### config.mk
export PLATFORM = sky130hd
export DESIGN_NAME = bus_arbiter
export DESIGN_NICKNAME = d
export VERILOG_FILES = /design/src/rtl/bus_arbiter.sv
export SDC_FILE = /design/constraint.sdc
export NUM_CORES = 1
export LEC_CHECK = 0
export CAP_MARGIN = 15
export CORE_UTILIZATION = 40
export DETAILED_ROUTE_END_ITERATION = 10
export PLACE_DENSITY_LB_ADDON = 0.05
export RECOVER_POWER = 25
export SLEW_MARGIN = 20
export SYNTH_ARGS = -nofsm -noshare
export SYNTH_HDL_FRONTEND = slang
export SYNTH_SLANG_ARGS = --single-unit
### constraint.sdc
create_clock -name i_cpu_clk -period 5.3 [get_ports i_cpu_clk]
set_input_delay 1.06 -clock i_cpu_clk [delete_from_list [all_inputs] [get_ports i_cpu_clk]]
set_output_delay 1.06 -clock i_cpu_clk [all_outputs]
set_load 0.005 [all_outputs]
### src/rtl/bus_arbiter.sv
// Two-port round-robin arbiter and sequencer for the shared external data bus.
// Optional timeout/forced-completion path is built when BUS_ARB_TIMEOUT_EN is defined.
module bus_arbiter #(
    parameter int ADDR_W  = 32,
    parameter int DATA_W  = 32,
    parameter int TIMEOUT = 255
) (
    input  logic              i_cpu_clk,
    input  logic              i_rst,
    input  logic              i_req0,
    input  logic              i_req1,
    input  logic              i_we0,
    input  logic              i_we1,
    input  logic [ADDR_W-1:0] i_addr0,
    input  logic [ADDR_W-1:0] i_addr1,
    input  logic [DATA_W-1:0] i_wdata0,
    input  logic [DATA_W-1:0] i_wdata1,
    output logic              o_ack0,
    output logic              o_ack1,
    output logic [DATA_W-1:0] o_rdata,
    output logic              o_err,
    output logic              o_bus_clk,
    output logic              o_bus_we,
    output logic [ADDR_W-1:0] o_bus_addr,
    output logic [DATA_W-1:0] o_bus_data,
    input  logic [DATA_W-1:0] i_bus_data,
    input  logic              i_bus_data_ready,
    output logic [1:0]        o_dbg_state
);

    // Handshake: a port's req is sampled only in IDLE; its we/addr/wdata must be
    // stable while req is high; completion is a single-cycle ack in the ACK state.
    typedef enum logic [1:0] {
        IDLE = 2'd0,
        BUSY = 2'd1,
        ACK  = 2'd2
    } state_t;

    state_t              state_q, state_d;
    logic                last_grant_q, last_grant_d;
    logic                grant_q, grant_d;
    logic                ack0_q, ack0_d;
    logic                ack1_q, ack1_d;
    logic                bus_clk_q, bus_clk_d;
    logic                bus_we_q, bus_we_d;
    logic [ADDR_W-1:0]   bus_addr_q, bus_addr_d;
    logic [DATA_W-1:0]   bus_data_q, bus_data_d;
    logic [DATA_W-1:0]   rdata_q, rdata_d;
    logic                win;

`ifdef BUS_ARB_TIMEOUT_EN
    logic [15:0]         cnt_q, cnt_d;
    logic                err_q, err_d;
    logic                expire;

    assign expire = (cnt_q == 16'(TIMEOUT - 1));
`endif

    always_comb begin
        state_d      = state_q;
        last_grant_d = last_grant_q;
        grant_d      = grant_q;
        ack0_d       = 1'b0;
        ack1_d       = 1'b0;
        bus_clk_d    = bus_clk_q;
        bus_we_d     = bus_we_q;
        bus_addr_d   = bus_addr_q;
        bus_data_d   = bus_data_q;
        rdata_d      = rdata_q;
        win          = 1'b0;
`ifdef BUS_ARB_TIMEOUT_EN
        cnt_d        = cnt_q;
        err_d        = err_q;
`endif
        case (state_q)
            IDLE: begin
                if (i_req0 || i_req1) begin
                    // On a tie the port that did not win last time goes next.
                    win          = (i_req0 && i_req1) ? ~last_grant_q : i_req1;
                    grant_d      = win;
                    last_grant_d = win;
                    bus_we_d     = win ? i_we1    : i_we0;
                    bus_addr_d   = win ? i_addr1  : i_addr0;
                    bus_data_d   = win ? i_wdata1 : i_wdata0;
                    bus_clk_d    = 1'b1;
                    state_d      = BUSY;
`ifdef BUS_ARB_TIMEOUT_EN
                    cnt_d        = 16'd0;
`endif
                end
            end
            BUSY: begin
                if (i_bus_data_ready) begin
                    if (!bus_we_q) rdata_d = i_bus_data;
                    bus_clk_d = 1'b0;
                    ack0_d    = ~grant_q;
                    ack1_d    = grant_q;
                    state_d   = ACK;
                end
`ifdef BUS_ARB_TIMEOUT_EN
                else if (expire) begin
                    if (!bus_we_q) rdata_d = '1;
                    err_d     = 1'b1;
                    bus_clk_d = 1'b0;
                    ack0_d    = ~grant_q;
                    ack1_d    = grant_q;
                    state_d   = ACK;
                end else begin
                    cnt_d = cnt_q + 16'd1;
                end
`endif
            end
            ACK: begin
                state_d = IDLE;
`ifdef BUS_ARB_TIMEOUT_EN
                err_d   = 1'b0;
`endif
            end
            default: state_d = IDLE;
        endcase
    end

    always_ff @(posedge i_cpu_clk or posedge i_rst) begin
        if (i_rst) begin
            state_q      <= IDLE;
            last_grant_q <= 1'b1;
            grant_q      <= 1'b0;
            ack0_q       <= 1'b0;
            ack1_q       <= 1'b0;
            bus_clk_q    <= 1'b0;
            bus_we_q     <= 1'b0;
            bus_addr_q   <= '0;
            bus_data_q   <= '0;
            rdata_q      <= '0;
`ifdef BUS_ARB_TIMEOUT_EN
            cnt_q        <= 16'd0;
            err_q        <= 1'b0;
`endif
        end else begin
            state_q      <= state_d;
            last_grant_q <= last_grant_d;
            grant_q      <= grant_d;
            ack0_q       <= ack0_d;
            ack1_q       <= ack1_d;
            bus_clk_q    <= bus_clk_d;
            bus_we_q     <= bus_we_d;
            bus_addr_q   <= bus_addr_d;
            bus_data_q   <= bus_data_d;
            rdata_q      <= rdata_d;
`ifdef BUS_ARB_TIMEOUT_EN
            cnt_q        <= cnt_d;
            err_q        <= err_d;
`endif
        end
    end

    assign o_ack0      = ack0_q;
    assign o_ack1      = ack1_q;
    assign o_rdata     = rdata_q;
    assign o_bus_clk   = bus_clk_q;
    assign o_bus_we    = bus_we_q;
    assign o_bus_addr  = bus_addr_q;
    assign o_bus_data  = bus_data_q;
    assign o_dbg_state = state_q;
`ifdef BUS_ARB_TIMEOUT_EN
    assign o_err       = err_q;
`else
    assign o_err       = 1'b0;
`endif

endmodule

==> impl_metrics.toml <==
[logic_synthesis]
ys_warn_count = 0
synth_seq_cells = 104
synthCells = 302
synth_area_per_cell_um2 = 15.38
synth_top_cells_by_area = "dfrtp_1, mux2_2, mux2_1"
synth_ff_type = "dfrtp_1"
synth.distinct_cells = 21
yosysTopAreaCell = "dfrtp_1"
syn_nets = 469
ys_seq_area_frac = 0.5605
synth_edf_count = 0
ys_async_sr_fraction = 1.000
netlist_area_um2 = 4646
synthDominantCellAreaShare = 0.5548

[final_layout]
num_antenna_cells = 0
final_cell_area_um2 = 7696
n_fill_cell = 843
drive_gt1_frac = 0.2504
seq_area_um2 = 2604
nets = 733
fin_cells = 711
area_growth_syn_to_layout_pct = 65.66
postLayoutCoreUtil = 0.6947
multi_input_area_um2 = 1931
mostFrequentLayoutCells = "clkdlybuf4s50_1, mux2_2, dfrtp_1"
layout_commonest_cell = "clkdlybuf4s50_1"

[placement]
place_ws_ns = 1.965
place_area_um2 = 7437
dp_hpwl_um = 9639
globalplace.congestion = 0.7216
portBuffers = 268
placed_cells = 695

[drt]
post_drt_via_cell_ratio = 4.873
ant_nets = 0
firstDrtPassIters = 4
num_vias = 3465
drcViolationCount = 0
wirelength_um = 12440
drtIter0Drc = 88
routedWlPerCell_um = 17.50

[global_route]
grt_pass1_wl_um = 18710
antenna_found_initial = 0
grt_max_degree = 75
grt_pass1_vias = 3729
grt.total_usage = 0.2116
overflow = 0

[setup_path]
cp.arrival_ns = 3.23
crit_path_max_fanout = 66
cp-end-kind = "flip-flop"
crit_required_ns = 5.51
cp-start-kind = "input port"
worst-setup-path-type = "in2reg"

[floorplan]
rows = 38
io_pins = 270
dieArea_um2 = 12050
die_width_um = 109.8
start_util = 0.4194
dieHeight_um = 109.8
core_area_um2 = 11080

[power]
leakage_nw = 3.128
power_density_nw_per_um2 = 493.7
combinationalPowerShare = 0.476
swShare = 0.2730
p_seq_frac = 0.369
switchingPower_mw = 1.037
ir_drop_mv = 0.2557
internal-power_mw = 2.762
p_clk_frac = 0.155
fin_total_pwr_mw = 3.799

[sta]
fin_ws_ns = 2.285
holdWs_ns = 0.4534
slew_viol_final = 0
final-hold-violation-count = 0
min_period_ns = 3.015
relSlewSlack = 0.3393
worst_pin_slew_ns = 0.9911
fin_crit_sh = 0.5689
rsz0062_at_grt = "false"
skew_ns = 0.008581
setup_viol = 0
setup_tns_ns = 0
max_freq_mhz = 331.7

[cts]
clockBufferDepth = 2
cts.sinks = 104
cts-root-buf = "clkbuf_16"
htreeDepth = 3
post_cts_resized = 0
post-cts-setup-buffers = 0
holdBufCountCts = 0
worst_skew_pair.late_latency_ns = 0.34
cts_made_buffers = 9
clkTransAtPathRegs_ns = 0.06
cts_tree = "yes"

[flow_run]
cap_violations = 0

[outcome]
outcome = "completed"

[min_path]
hold_class = "reg2reg"
-- cells in the mapped netlist, types with 2 or more instances --
cell type and number:
buf_2 12, buf_6 5, dfrtp_1 103, inv_1 2, mux2_1 39, mux2_2 123
nand2_1 2, nor2_1 3
-- worst paths after layout --
check,from,end,slack (ns),cells after the start
setup / recovery,i_req1,o_bus_addr[0],2.28,4
hold / removal,grant_q,o_ack0,0.45,1
setup reg to reg,last_grant_q,o_bus_addr[0],3.15,3
hold reg to reg,grant_q,o_ack0,0.45,1
max in group asynchronous,i_rst,last_grant_q,2.87,3
min in group asynchronous,i_rst,o_rdata[28],1.40,2
-- kinds of logic (layout without fill, tap and decap cells) --
logic type | Yosys count | after routing | share of synthesized area
buffers and inverters | 20 | 289 | 0.02828
other | 1 | 1 | 0.0008072
and+or+nand+nor | 9 | 9 | 0.009428
AOI/OAI and AO/OA | 6 | 6 | 0.008347
DFF | 104 | 104 | 0.5605
muxes | 162 | 162 | 0.3927
-- worst max-delay path, stage by stage --
cell and delay (ns):
dlygate4sd3_1 0.61, a21bo_4 0.85, mux2_1 0.42, mux2_2 0.28
-- flip-flops by register name, summed over array words and instances, names as in the netlist --
name,flops
o_bus_addr,32
o_bus_data,32
grant_q,1
o_ack0,1
o_bus_clk,1
o_ack1,1
o_rdata,32
o_bus_we,1
last_grant_q,1
o_dbg_state,2
-- area by class of cell --
| type | count | share of cell area |
|---|---|---|
| clock buffers | 13 | 0.03121 |
| clock inverters | 3 | 0.002439 |
| inverters | 2 | 0.001301 |
| multi-input cells | 178 | 0.2509 |
| flip-flops and latches | 104 | 0.3383 |
| well taps | 140 | 0.02276 |
| repair buffers | 271 | 0.3531 |
-- power groups by stage --
stage	clock network (mW)	logic (mW)	registers [mW]
floorplan	0	0.717	1.44
global placement	0	1.80	1.39
detailed placement	0	1.84	1.42
CTS	0.612	1.84	1.41
global route	0.641	1.94	1.45
finish	0.588	1.81	1.40
-- routing by layer --
layer / GRT usage / share of wire / vias up
li1: - / - / 1601
met1: 0.2104 / 0.35 / 1684
met2: 0.3922 / 0.53 / 160
met3: 0.07765 / 0.10 / 20
met4: 0.09238 / 0.023 / 0
met5: 0 / 0 / -
Note: power is estimated with default switching activity, not from simulation.
